--- config.mk ---
export PLATFORM = sky130hd
export DESIGN_NAME = log_pkt_writer
export DESIGN_NICKNAME = d
export VERILOG_FILES = /design/src/rtl/log_pkg.sv /design/src/rtl/log_ack_timer.sv /design/src/rtl/log_pkt_writer.sv
export SDC_FILE = /design/constraint.sdc
export NUM_CORES = 1
export LEC_CHECK = 0
export ABC_AREA = 1
export CAP_MARGIN = 20
export CORE_ASPECT_RATIO = 1.25
export CORE_MARGIN = 5
export CORE_UTILIZATION = 60
export CTS_CLUSTER_DIAMETER = 150
export CTS_CLUSTER_SIZE = 30
export DETAILED_ROUTE_END_ITERATION = 12
export PLACE_DENSITY_LB_ADDON = 0.1
export SLEW_MARGIN = 10
export SYNTH_ARGS = -nofsm -noshare
export SYNTH_HDL_FRONTEND = slang
export SYNTH_SLANG_ARGS = --single-unit
--- constraint.sdc ---
create_clock -name clk -period 3.4 [get_ports clk]
set_input_delay 0.68 -clock clk [delete_from_list [all_inputs] [get_ports clk]]
set_output_delay 0.68 -clock clk [all_outputs]
set_load 0.005 [all_outputs]
--- src/rtl/log_pkg.sv ---
// Shared definitions for the log packet writer: status word layout, FSM encoding
// and default log-memory window.
package log_pkg;

    localparam int ST_FULL = 16;
    localparam int ST_TMO  = 17;
    localparam int ST_BUSY = 18;

    localparam logic [23:0] DEF_BASE_ADR = 24'h000000;
    localparam logic [23:0] DEF_END_ADR  = 24'hFFFFFF;

    typedef enum logic [1:0] {
        S_IDLE      = 2'd0,
        S_WAIT_DATA = 2'd1,
        S_WRITE     = 2'd2,
        S_CLOSE     = 2'd3
    } state_t;

    function automatic logic [23:0] pack_status(
        input logic [15:0] cnt,
        input logic        full,
        input logic        tmo,
        input logic        busy
    );
        logic [23:0] s;
        s          = '0;
        s[15:0]    = cnt;
        s[ST_FULL] = full;
        s[ST_TMO]  = tmo;
        s[ST_BUSY] = busy;
        return s;
    endfunction

endpackage

--- src/rtl/log_ack_timer.sv ---
// Loadable down-counter for memory-port masters: load on request issue, count
// while waiting, o_expired flags that the allowed wait has been used up.
module log_ack_timer #(
    parameter int CNT_W = 16
) (
    input  logic             clk,
    input  logic             reset_n,
    input  logic             i_load,
    input  logic [CNT_W-1:0] i_load_val,
    input  logic             i_en,
    output logic             o_expired
);

    logic [CNT_W-1:0] r_cnt;

    always_ff @(posedge clk or negedge reset_n) begin
        if (!reset_n) begin
            r_cnt <= '0;
        end else if (i_load) begin
            r_cnt <= i_load_val;
        end else if (i_en && (r_cnt != '0)) begin
            r_cnt <= r_cnt - 1'b1;
        end
    end

    assign o_expired = (r_cnt == '0);

endmodule

--- src/rtl/log_pkt_writer.sv ---
// Writes the acquisition byte stream into byte-wide log memory over a req/ack
// port and publishes fixed-length packet boundaries plus a status word.
module log_pkt_writer
    import log_pkg::*;
#(
    parameter int          PKT_LEN     = 512,
    parameter logic [23:0] BASE_ADR    = DEF_BASE_ADR,
    parameter logic [23:0] END_ADR     = DEF_END_ADR,
    parameter int          ACK_TIMEOUT = 255
) (
    input  logic        clk,
    input  logic        reset_n,
    input  logic        arm,
    input  logic        stop,
    input  logic [7:0]  din,
    input  logic        din_valid,
    output logic        din_ready,
    output logic [23:0] mem_adr,
    output logic [7:0]  mem_dout,
    output logic        mem_we,
    input  logic        mem_ack,
    output logic [23:0] start_adr,
    output logic [23:0] stop_adr,
    output logic [23:0] status,
    output logic        pkt_done
);

    localparam logic [15:0] PKT_LEN_W = 16'(PKT_LEN);
    localparam logic [15:0] TMO_LOAD  = 16'(ACK_TIMEOUT - 1);

    state_t      r_state;
    logic [23:0] r_wr_adr;
    logic [23:0] r_pkt_base;
    logic [23:0] r_last_adr;
    logic [23:0] r_mem_adr;
    logic [7:0]  r_mem_dout;
    logic        r_mem_we;
    logic [15:0] r_byte_cnt;
    logic        r_stop_seen;
    logic        r_full;
    logic        r_tmo;
    logic [23:0] r_start_adr;
    logic [23:0] r_stop_adr;
    logic [15:0] r_pkt_cnt;
    logic        r_pkt_done;

    logic        w_accept;
    logic        w_tmo_exp;
    logic [15:0] w_cnt_next;
    logic        w_ack_last;
    logic        w_close;
    logic [23:0] w_close_adr;

    assign w_accept   = (r_state == S_WAIT_DATA) && din_valid;
    assign w_cnt_next = r_byte_cnt + 16'd1;

    // The ack wait window opens when a byte is accepted and mem_we rises.
    log_ack_timer #(
        .CNT_W(16)
    ) u_ack_timer (
        .clk        (clk),
        .reset_n    (reset_n),
        .i_load     (w_accept),
        .i_load_val (TMO_LOAD),
        .i_en       (r_state == S_WRITE),
        .o_expired  (w_tmo_exp)
    );

    // Packet close decision, shared by the FSM and the publish registers.
    always_comb begin
        w_ack_last  = (r_wr_adr == END_ADR) || (w_cnt_next == PKT_LEN_W) ||
                      r_stop_seen || stop;
        w_close     = 1'b0;
        w_close_adr = r_last_adr;
        case (r_state)
            S_WAIT_DATA: begin
                w_close = !din_valid && stop && (r_byte_cnt != 16'd0);
            end
            S_WRITE: begin
                if (mem_ack) begin
                    w_close     = w_ack_last;
                    w_close_adr = r_mem_adr;
                end else begin
                    w_close = w_tmo_exp && (r_byte_cnt != 16'd0);
                end
            end
            default: ;
        endcase
    end

    always_ff @(posedge clk or negedge reset_n) begin
        if (!reset_n) begin
            r_state     <= S_IDLE;
            r_wr_adr    <= BASE_ADR;
            r_pkt_base  <= BASE_ADR;
            r_last_adr  <= BASE_ADR;
            r_mem_adr   <= '0;
            r_mem_dout  <= '0;
            r_mem_we    <= 1'b0;
            r_byte_cnt  <= '0;
            r_stop_seen <= 1'b0;
            r_full      <= 1'b0;
            r_tmo       <= 1'b0;
        end else begin
            case (r_state)
                S_IDLE: begin
                    if (arm) begin
                        r_wr_adr    <= BASE_ADR;
                        r_pkt_base  <= BASE_ADR;
                        r_byte_cnt  <= '0;
                        r_stop_seen <= 1'b0;
                        r_full      <= 1'b0;
                        r_tmo       <= 1'b0;
                        r_state     <= S_WAIT_DATA;
                    end
                end
                S_WAIT_DATA: begin
                    if (din_valid) begin
                        r_mem_adr   <= r_wr_adr;
                        r_mem_dout  <= din;
                        r_mem_we    <= 1'b1;
                        r_stop_seen <= stop;
                        r_state     <= S_WRITE;
                    end else if (stop) begin
                        r_stop_seen <= 1'b1;
                        r_state     <= w_close ? S_CLOSE : S_IDLE;
                    end
                end
                S_WRITE: begin
                    if (stop) begin
                        r_stop_seen <= 1'b1;
                    end
                    if (mem_ack) begin
                        r_mem_we   <= 1'b0;
                        r_byte_cnt <= w_cnt_next;
                        r_last_adr <= r_mem_adr;
                        if (r_wr_adr == END_ADR) begin
                            r_full <= 1'b1;
                        end
                        if (w_ack_last) begin
                            r_state <= S_CLOSE;
                        end else begin
                            r_wr_adr <= r_wr_adr + 24'd1;
                            r_state  <= S_WAIT_DATA;
                        end
                    end else if (w_tmo_exp) begin
                        // Unacknowledged byte is dropped; only acked bytes form the packet.
                        r_mem_we <= 1'b0;
                        r_tmo    <= 1'b1;
                        r_state  <= w_close ? S_CLOSE : S_IDLE;
                    end
                end
                S_CLOSE: begin
                    if (r_full || r_tmo || r_stop_seen || stop) begin
                        r_state <= S_IDLE;
                    end else begin
                        r_wr_adr    <= r_wr_adr + 24'd1;
                        r_pkt_base  <= r_wr_adr + 24'd1;
                        r_byte_cnt  <= '0;
                        r_stop_seen <= 1'b0;
                        r_state     <= S_WAIT_DATA;
                    end
                end
                default: r_state <= S_IDLE;
            endcase
        end
    end

    // Packet descriptors are loaded on entry to CLOSE so they are valid with pkt_done.
    always_ff @(posedge clk or negedge reset_n) begin
        if (!reset_n) begin
            r_start_adr <= '0;
            r_stop_adr  <= '0;
            r_pkt_cnt   <= '0;
            r_pkt_done  <= 1'b0;
        end else begin
            r_pkt_done <= w_close;
            if (w_close) begin
                r_start_adr <= r_pkt_base;
                r_stop_adr  <= w_close_adr;
                r_pkt_cnt   <= r_pkt_cnt + 16'd1;
            end else if ((r_state == S_IDLE) && arm) begin
                r_pkt_cnt <= '0;
            end
        end
    end

    assign din_ready = (r_state == S_WAIT_DATA);
    assign mem_adr   = r_mem_adr;
    assign mem_dout  = r_mem_dout;
    assign mem_we    = r_mem_we;
    assign start_adr = r_start_adr;
    assign stop_adr  = r_stop_adr;
    assign pkt_done  = r_pkt_done;
    assign status    = pack_status(r_pkt_cnt, r_full, r_tmo, r_state != S_IDLE);

endmodule

==> run metrics <==
fmax=343 MHz; CTS root buf=clkbuf_16; WL per Instance=14.9 microns; Synth Area in XOR/XNOR=2.42%; Hold Slack=0.249 ns; CP required=3.78 ns; Residual DRC=0; clk_lat worst skew=0.46 ns; pwr/cell area=599 nW/um^2; post-detail-place hpwl=14.7 mm; Filler cells=1,253; Distinct cells, synth=34; fin. max-slew vios=0; Tmin final=2.92 ns; clock skew=0.0193 ns; sequential element share of the synthesized area=55.1%; Die Wd=122 microns; max cap viols=0; I/O pin total=121; CTS Sinks=207; CP Data Arrival Time=3.29 ns; Vias=7,586; Hold Buf Count CTS=0; gr ovfl total=0; # rows=51; layout cells sized above 1=3.99%; WP buf/inv=2; vias in the first global route=7,171; GRT Total Usage=22.9%; DR iter-0 viols=566; Max clock buf depth=3; Peak supply drop=0.430 mV; Synth Area in Simple Gates=21.8%; Worst-Margin Slew=0.898 ns; slowest cell delay on critical path=0.45 ns; non-filler cells in the finished layout=1,389; Ant. Diodes=0; startpoint type of the worst setup path=flip-flop; most used cell, CP=nand2_1; htree depth=1; r2r worst-path depth=18; most frequent cells in the layout=262 x nand2_1, 207 x dfrtp_1, 118 x inv_1, 114 x clkdlybuf4s50_1, 87 x o21ai_0; ys flop type=dfrtp_1; GR Util met1=34.6%; Clock transition at path regs=0.11 ns; HP Class=in -> async; drt pass-1 iters=5; Synth Area in Adders=1.33%; post-layout power=6.57 mW; Max-slew headroom=40.0%; Vert. Die Dim=150 microns; Post-layout nets=1,201; antenna viol nets, final=0; CP Capture Type=flip-flop; final wirelength=20.6 mm; R2R setup slack=0.48 ns; reg2reg end=stop_adr[13]; PortBufs=115; CORE AREA=15,500 sq um; reg-to-reg critical path startpoint=r_byte_cnt[0]; GR Layer Usage met2=35.8%; Async SR Flop Fraction=100%; CTS buffer count=10; Mapped Area=9410 sq um; fin area=11,000 sq um; crit-path cells=ha_1 > nand3_2 > nor2_4 > nand2_2 > nor2_1 > nand2_1 > nand2_1 > nand2_1 > nor2_1 > nand2_1 > nand2_1 > nand3_1 > nand2_2 > nand2_2 > inv_2 > buf_12 > nor2_1 > a31oi_1; RSZ-0062 raised after global routing=no; syn_area_per_cell=8.69 sq um; Die Area=18,300 sq um; Final Wtd Congestion=0.925; GRT busiest layer=met2; Final period util=85.8%; Synth Instances=1,082; met3 usage=2.91%; endpoints failing hold=0; post-CTS sizing=0; Placement Cell Area=10,700 sq um; Synth Area in Compound Gates=11.4%; largest family of logic cells by synthesized area=simple AND/OR/NAND/NOR gates; Starting Density=60.7%; Placed Cells=1,377; final setup fails=0; LEAKAGE=4.90 nW; via/cell ratio=5.46; post-CTS setup buffers=0; worst-path maximum fanout=39; largest net degree at the start of global routing=94; most common cell after layout, fill and taps aside=nand2_1; Syn-to-layout area delta=16.6%; mux contribution to synthesized area=0%; global-route wire length before repair=34.7 mm; CP top delay family=simple AND/OR/NAND/NOR gates; Fin Setup TNS=0 ns; number of synthesized flops with an enable pin=0; CP Class=reg -> reg; CTS tree=done; outcome=complete, no violations; FF+latch count, synth=207; CP max stage cell=dfrtp_1; synth warn=0; antenna violations before repair=0
[registers in the layout, summed over array words and instances, names as in the netlist, 2 cells and up]
name and flops:
r_state 2, mem_adr 24, r_byte_cnt 16, u_ack_timer.r_cnt 16
r_wr_adr 24, r_pkt_base 24, stop_adr 24, start_adr 24
mem_dout 8, r_last_adr 24, r_pkt_cnt 16
[layer usage]
| metal | vias up | routed length, microns |
|---|---|---|
| met5 | - | 0 |
| met4 | 0 | 304 |
| met3 | 21 | 1140 |
| met2 | 194 | 9530 |
| met1 | 3647 | 9660 |
| li1 | 3724 | - |
[report_power, final]
| group | leakage [nW] | internal (mW) | total, mW | switching (mW) |
|---|---|---|---|---|
| Combinational | 1.97 | 0.929 | 2.17 | 1.24 |
| Clock | 0.139 | 0.585 | 1.31 | 0.725 |
| Sequential | 2.79 | 2.85 | 3.09 | 0.234 |
[synthesized netlist by cell type (all sizes together) (16+ instances only)]
| library cell | number | area share [%] |
|---|---|---|
| nand2 | 268 | 11 |
| dfrtp | 207 | 55 |
| o21ai | 126 | 6.7 |
| inv | 123 | 4.9 |
| nor2 | 79 | 3.3 |
| nand3 | 60 | 3.3 |
| o22ai | 30 | 2.0 |
| buf | 28 | 2.2 |
| a31oi | 25 | 1.7 |
| xor2 | 25 | 2.3 |
| nand4 | 22 | 1.5 |
| clkbuf | 20 | 0.80 |
| nand3b | 17 | 1.4 |
| a21oi | 16 | 0.85 |
[cell type report]
| class | instances | area [sq um] | area share (%) |
|---|---|---|---|
| clock inverters | 1 | 5.00 | 0.0456 |
| multi-input cells | 708 | 3500 | 31.9 |
| clock buffers | 11 | 275 | 2.51 |
| well taps | 212 | 265 | 2.42 |
| flip-flops and latches | 207 | 5180 | 47.2 |
| inverters | 123 | 462 | 4.21 |
| repair buffers | 127 | 1280 | 11.7 |
[worst max path at each step]
| stage | slack [ns] | end | start | cells past startpoint |
|---|---|---|---|---|
| floorplan | 1.23 | start_adr[16] | r_byte_cnt[0] | 18 |
| global placement | 0.58 | r_state[1] | stop | 16 |
| detailed placement | 0.52 | r_state[0] | stop | 14 |
| CTS | 0.47 | stop_adr[13] | r_byte_cnt[0] | 18 |
| global route | 0.12 | stop_adr[10] | r_byte_cnt[0] | 18 |
| finish | 0.48 | stop_adr[13] | r_byte_cnt[0] | 18 |
[cells by family after synthesis]
group	after synthesis
simple gates	468
flops	207
compound gates	199
buf+inv	171
xor+xnor	26
fa+ha+maj	10
other cells	1
[metrics by stage]
step,util [%],setup slack (ns)
6_report,70.7,0.482
5_1_grt,70.7,0.120
4_1_cts,70.7,0.473
3_5_place_dp,68.9,0.523
3_3_place_gp,68.9,0.577
2_1_floorplan,-,1.23
No activity file was read; power rests on OpenSTA's default activity.
